==> config.mk <==
export PLATFORM = sky130hd
export DESIGN_NAME = numero_display
export DESIGN_NICKNAME = d
export VERILOG_FILES = /design/src/rtl/numero_pkg.sv /design/src/rtl/seg7_decoder.sv /design/src/rtl/numero_display.sv
export SDC_FILE = /design/constraint.sdc
export NUM_CORES = 1
export LEC_CHECK = 0
export BUFFER_PORTS_ARGS = -buffer_cell sky130_fd_sc_hd__buf_2
export CAP_MARGIN = 20
export CORE_UTILIZATION = 40
export DETAILED_ROUTE_END_ITERATION = 7
export GPL_ROUTABILITY_DRIVEN = 0
export PLACE_DENSITY = 0.6
export SYNTH_ARGS = -nofsm -noshare
export SYNTH_HDL_FRONTEND = slang
export SYNTH_SLANG_ARGS = --single-unit
==> constraint.sdc <==
create_clock -name clk -period 3.9 [get_ports clk]
set_clock_uncertainty 0.15 [all_clocks]
set_input_delay 0.78 -clock clk [delete_from_list [all_inputs] [get_ports clk]]
set_output_delay 0.78 -clock clk [all_outputs]
set_load 0.1 [all_outputs]
==> src/rtl/numero_pkg.sv <==
// Shared definitions for the numeric display path: value limits, FSM states
// and the BCD digit to active-low seven-segment table (segments a..g).
package numero_pkg;

  localparam int         MAX_VALUE = 9999;
  localparam logic [0:6] SEG_BLANK = 7'b1111111;

  typedef enum logic [1:0] {
    IDLE  = 2'd0,
    SHIFT = 2'd1,
    DONE  = 2'd2
  } state_t;

  // Active-low segment pattern for one BCD digit; non-BCD codes show blank.
  function automatic logic [0:6] seg_encode(input logic [3:0] digit);
    logic [0:6] seg;
    case (digit)
      4'd0:    seg = 7'b0000001;
      4'd1:    seg = 7'b1001111;
      4'd2:    seg = 7'b0010010;
      4'd3:    seg = 7'b0000110;
      4'd4:    seg = 7'b1001100;
      4'd5:    seg = 7'b0100100;
      4'd6:    seg = 7'b0100000;
      4'd7:    seg = 7'b0001111;
      4'd8:    seg = 7'b0000000;
      4'd9:    seg = 7'b0000100;
      default: seg = SEG_BLANK;
    endcase
    return seg;
  endfunction

endpackage

==> src/rtl/seg7_decoder.sv <==
// Combinational BCD digit to active-low seven-segment decoder with blank.
module seg7_decoder
  import numero_pkg::*;
(
  input  logic [3:0] digit,
  input  logic       blank,
  output logic [0:6] seg
);

  // Blank overrides the digit; otherwise look the digit up in the shared table.
  always_comb begin
    if (blank) begin
      seg = SEG_BLANK;
    end else begin
      seg = seg_encode(digit);
    end
  end

endmodule

==> src/rtl/numero_display.sv <==
// Binary to four-digit BCD display driver. A start in IDLE captures the value
// (clipped to 9999), runs one double-dabble step per clock, then updates the
// registered digits and segment outputs together in a single DONE cycle.
module numero_display
  import numero_pkg::*;
#(
  parameter int WIDTH    = 14,
  parameter bit BLANK_LZ = 1'b1
) (
  input  logic             clk,
  input  logic             reset,
  input  logic             start,
  input  logic [WIDTH-1:0] value,
  output logic             busy,
  output logic             done,
  output logic             overflow,
  output logic [3:0]       bcd3,
  output logic [3:0]       bcd2,
  output logic [3:0]       bcd1,
  output logic [3:0]       bcd0,
  output logic [0:6]       HEX3,
  output logic [0:6]       HEX2,
  output logic [0:6]       HEX1,
  output logic [0:6]       HEX0
);

  localparam int         CNT_W    = $clog2(WIDTH + 1);
  localparam logic [13:0] MAX_CODE = 14'(MAX_VALUE);

  state_t             state_r;
  logic [WIDTH-1:0]   shift_r;
  logic [15:0]        acc_r;
  logic [CNT_W-1:0]   cnt_r;

  logic [13:0]        value_ext_s;
  logic [13:0]        value_clip_s;
  logic               over_s;
  logic [15:0]        acc_adj_s;
  logic               blank3_s;
  logic               blank2_s;
  logic               blank1_s;
  logic [0:6]         seg3_s;
  logic [0:6]         seg2_s;
  logic [0:6]         seg1_s;
  logic [0:6]         seg0_s;

  // Widen the input to the 14-bit range and clip anything above 9999.
  always_comb begin
    value_ext_s              = 14'd0;
    value_ext_s[WIDTH-1:0]   = value;
    over_s                   = (value_ext_s > MAX_CODE);
    if (over_s) begin
      value_clip_s = MAX_CODE;
    end else begin
      value_clip_s = value_ext_s;
    end
  end

  // Add-3 correction of every accumulator nibble, all from pre-step values.
  always_comb begin
    acc_adj_s = 16'd0;
    for (int i = 0; i < 4; i++) begin
      if (acc_r[4*i +: 4] >= 4'd5) begin
        acc_adj_s[4*i +: 4] = acc_r[4*i +: 4] + 4'd3;
      end else begin
        acc_adj_s[4*i +: 4] = acc_r[4*i +: 4];
      end
    end
  end

  // Leading-zero blanking chain from the thousands digit down; units never blank.
  always_comb begin
    blank3_s = BLANK_LZ && (acc_r[15:12] == 4'd0);
    blank2_s = blank3_s && (acc_r[11:8] == 4'd0);
    blank1_s = blank2_s && (acc_r[7:4] == 4'd0);
  end

  seg7_decoder u_seg3 (.digit(acc_r[15:12]), .blank(blank3_s), .seg(seg3_s));
  seg7_decoder u_seg2 (.digit(acc_r[11:8]),  .blank(blank2_s), .seg(seg2_s));
  seg7_decoder u_seg1 (.digit(acc_r[7:4]),   .blank(blank1_s), .seg(seg1_s));
  seg7_decoder u_seg0 (.digit(acc_r[3:0]),   .blank(1'b0),     .seg(seg0_s));

  // Conversion FSM, double-dabble datapath and registered display outputs.
  always_ff @(posedge clk or posedge reset) begin
    if (reset) begin
      state_r  <= IDLE;
      shift_r  <= '0;
      acc_r    <= 16'd0;
      cnt_r    <= '0;
      busy     <= 1'b0;
      done     <= 1'b0;
      overflow <= 1'b0;
      bcd3     <= 4'd0;
      bcd2     <= 4'd0;
      bcd1     <= 4'd0;
      bcd0     <= 4'd0;
      HEX3     <= BLANK_LZ ? SEG_BLANK : seg_encode(4'd0);
      HEX2     <= BLANK_LZ ? SEG_BLANK : seg_encode(4'd0);
      HEX1     <= BLANK_LZ ? SEG_BLANK : seg_encode(4'd0);
      HEX0     <= seg_encode(4'd0);
    end else begin
      done <= 1'b0;
      case (state_r)
        IDLE: begin
          if (start) begin
            shift_r  <= value_clip_s[WIDTH-1:0];
            overflow <= over_s;
            acc_r    <= 16'd0;
            cnt_r    <= CNT_W'(WIDTH);
            busy     <= 1'b1;
            state_r  <= SHIFT;
          end else begin
            state_r  <= IDLE;
          end
        end
        SHIFT: begin
          acc_r   <= {acc_adj_s[14:0], shift_r[WIDTH-1]};
          shift_r <= {shift_r[WIDTH-2:0], 1'b0};
          cnt_r   <= cnt_r - CNT_W'(1);
          if (cnt_r == CNT_W'(1)) begin
            state_r <= DONE;
          end else begin
            state_r <= SHIFT;
          end
        end
        DONE: begin
          bcd3    <= acc_r[15:12];
          bcd2    <= acc_r[11:8];
          bcd1    <= acc_r[7:4];
          bcd0    <= acc_r[3:0];
          HEX3    <= seg3_s;
          HEX2    <= seg2_s;
          HEX1    <= seg1_s;
          HEX0    <= seg0_s;
          done    <= 1'b1;
          busy    <= 1'b0;
          state_r <= IDLE;
        end
        default: begin
          busy    <= 1'b0;
          state_r <= IDLE;
        end
      endcase
    end
  end

endmodule
==> results.txt <==
----------------------------------------------------
[Routing]
  Number of violations reported at the end of detailed-routing iteration 0 ... 151
  Total detailed-routing wirelength ... 8996 µm
  Drt drc ... 0
  Detailed-route vias per instance ... 5.165
  Number of routed nets with antenna violations ... 0
  Drt first pass iters ... 4
  Routed via count ... 3311
  WL per Instance ... 14.03 µm

[Setup path]
  Worst reg2reg setup slack ... 1580 ps
  Startpoint type of the worst setup path ... flip-flop
  Worst EP arrival ... 2450 ps
  CP Capture Type ... flip-flop
  Launching element of the worst setup path ... state_r[0]$_DFF_PP0_
  Endpoint required time on the critical path ... 4030 ps
  CP max FO ... 26
  Start of the worst register-to-register path ... state_r[0]$_DFF_PP0_
  Number of cells on the worst reg-to-reg path ... 6
  Worst Setup Path Type ... reg2reg

[Timing]
  Actual transition at the worst max-transition pin ... 840.1 ps
  Slew margin rel. ... 43.93%
  Number of endpoints failing setup at the final stage ... 0
  Fmax ... 431.1 MHz
  Setup WS post-layout ... 1580 ps
  Final-layout setup total negative slack ... 0 ps
  Final slew viol count ... 0
  Fin crit share ... 59.48%
  Final hold vios ... 0
  RSZ-0062 raised after global routing ... no
  Hold Slack ... 320.2 ps
  Time the worst path needs with I/O delays and setup ... 2320 ps

[Synthesis]
  Gate Count Post-Synth ... 449
  Syn Area/Cell ... 9.561 µm²
  Cell type with the largest total area after synthesis ... dfrtp_1
  Sequential share of the synthesized area ... 49.02%
  Yosys warns ... 0
  Leading cell types by total area after synthesis ... dfrtp_1 36%, dfstp_2 13%, ha_1 7.0%
  Async set-or-reset flop fraction in the synthesized netlist ... 100.0%
  Count of unique library cells instantiated by Yosys ... 50
  Share of Yosys cell area claimed by the top area cell type ... 35.56%
  Number of synthesized flops with an enable pin ... 0
  Number of register bits inferred by synthesis ... 83
  Synthesized Nets ... 490
  Synth Flop Type ... dfrtp_1
  Total standard cell area after synthesis ... 0.004293 mm²

[Final layout]
  Nets ... 541
  Antenna cells ... 0
  Layout overhead on the synthesized area ... 13.00%
  Sequential cell area ... 0.002105 mm²
  Layout filler cell count ... 1028
  Combined area of the multi-input logic cells ... 0.001944 mm²
  Ratio of cells with drive above 1 in the final layout ... 23.17%

[Clock tree]
  Total of hold buffers inserted after clock tree synthesis ... 0
  Clk pin slew, worst setup/hold paths ... 90 ps
  Clock sink total ... 83
  Clock tree from TritonCTS ... done
  Later-pin clock latency in the skew report ... 370 ps
  CTS H-Tree Depth ... 3
  Buffer count from post-CTS setup fixing ... 0
  Clk buf depth ... 2
  Inserted Clock Buffers ... 9
  Root buf cell ... clkbuf_8
  Post_cts resized ... 0

[Hold path]
  Hold Path Cell Cnt ... 2
  Hold wc startpoint ... shift_r[10]$_DFFE_PP0P_
  Hold Crit Class ... reg2reg

[Global route]
  Vias in the first global route ... 3233
  Wire length of the first global-routing pass ... 15610 µm
  Overall track demand over capacity in global routing ... 17.67%
  Maximum number of pins on one net before global-route repair ... 62
  Congestion Overflow GR ... 0
  Initial antenna violation count ... 0

[Die]
  Die extent in x ... 105.6 µm
  I/O pin count ... 64
  Initial Utilization ... 41.40%
  Chip height ... 105.6 µm
  Die Outline Area ... 0.01115 mm²
  Floorplan Core Area ... 0.01037 mm²
  # rows ... 37

[Place]
  Placement Setup Slack ... 1395 ps
  Detailed Place HPWL ... 6228 µm
  Total of buffers placed on input and output ports ... 63

[Run]
  Max-cap viol count ... 0

[Run status]
  Run status ... completed

----------------------------------------------------
==> area by class of cell <==
class | instances | area share [%]
clock buffers | 14 | 3.147
clock inverters | 2 | 0.2579
inverters | 30 | 2.347
multi-input cells | 308 | 40.08
flip-flops and latches | 83 | 43.38
well taps | 136 | 3.508
repair buffers | 68 | 7.274
==> cell usage after synthesis (all sizes together) (10+ instances only) <==
master	instances
nor2	32
nand2b	10
clkbuf	18
nand2	60
a21oi	31
o21ai	57
dfrtp	61
inv	30
buf	10
ha	24
a31oi	10
dfstp	22
==> critical path, stage by stage (launching register included) <==
cell,delay [ps]
dfrtp_1,480
nor2b_2,190
buf_4,240
nor2_1,650
buf_4,320
a21oi_1,50
o21ai_0,160
==> per-stage QoR <==
stage                     instance area, µm²  instances  util (%)
after floorplan                         4293        449         -
after global placement                  4686        625     45.19
after detailed placement                4686        625     45.19
after CTS                               4851        641     46.78
after global routing                    4851        641     46.78
final                                   4851        641     46.78
==> path summary, 6_finish.rpt <==
| path | end |
|---|---|
| setup / recovery | acc_r[7]$_DFFE_PP0P_ |
| hold / removal | shift_r[11]$_DFFE_PP0P_ |
| setup reg to reg | acc_r[7]$_DFFE_PP0P_ |
| hold reg to reg | shift_r[11]$_DFFE_PP0P_ |
| max in group asynchronous | HEX2[5]$_DFFE_PP1P_ |
| min in group asynchronous | HEX0[4]$_DFFE_PP0P_ |
==> placed cells by master, fill, tap and decap left out, types with 2 or more instances in the layout <==
master / count
a22oi_1: 4
buf_2: 63
o31ai_1: 3
nand2_1: 60
nor2b_1: 2
nor3_1: 2
a211oi_1: 3
o211ai_1: 4
a221o_1: 4
a22o_1: 2
nor2_1: 31
ha_1: 24
nand2b_1: 9
a221oi_1: 3
nor3b_1: 4
inv_1: 29
clkbuf_1: 4
o22ai_1: 2
mux2i_1: 5
o21ai_0: 57
buf_4: 5
xnor2_1: 5
a21oi_1: 31
dfrtp_1: 61
a222oi_1: 4
o21a_1: 3
clkinv_2: 2
and4_1: 2
clkbuf_8: 10
a31oi_1: 10
dfstp_2: 22
a211o_1: 3
nand3_1: 4
a21o_1: 5
mux2_2: 3
==> flip-flops by register name, summed over array words and instances (netlist names), 7 cells and up <==
name	flops
HEX0	7
HEX1	7
HEX2	7
HEX3	7
acc_r	16
shift_r	14
==> cell families (layout without fill, tap and decap cells) <==
group                    after synthesis  in the layout  share of synthesized area, %
multiplexers                           8              8                         1.953
AO/OA/AOI/OAI                        144            144                         20.75
buffers and inverters                 58            114                         5.800
AND/OR/NAND/NOR                      127            127                         14.46
adder cells (fa/ha/maj)               24             24                         6.995
XOR/XNOR                               5              5                         1.020
flip-flops                            83             83                         49.02
==> per-layer routing <==
layer	up-vias	global-route usage, %	share of wire [%]
met5	-	0	0
met4	0	8.730	2.3
met3	15	2.659	3.1
met2	66	27.26	44
met1	1564	24.29	51
li1	1666	-	-
Power is left out: the tool's default activity adds up to more than one toggle a clock period on the data nets, which glitch-free logic cannot reach.
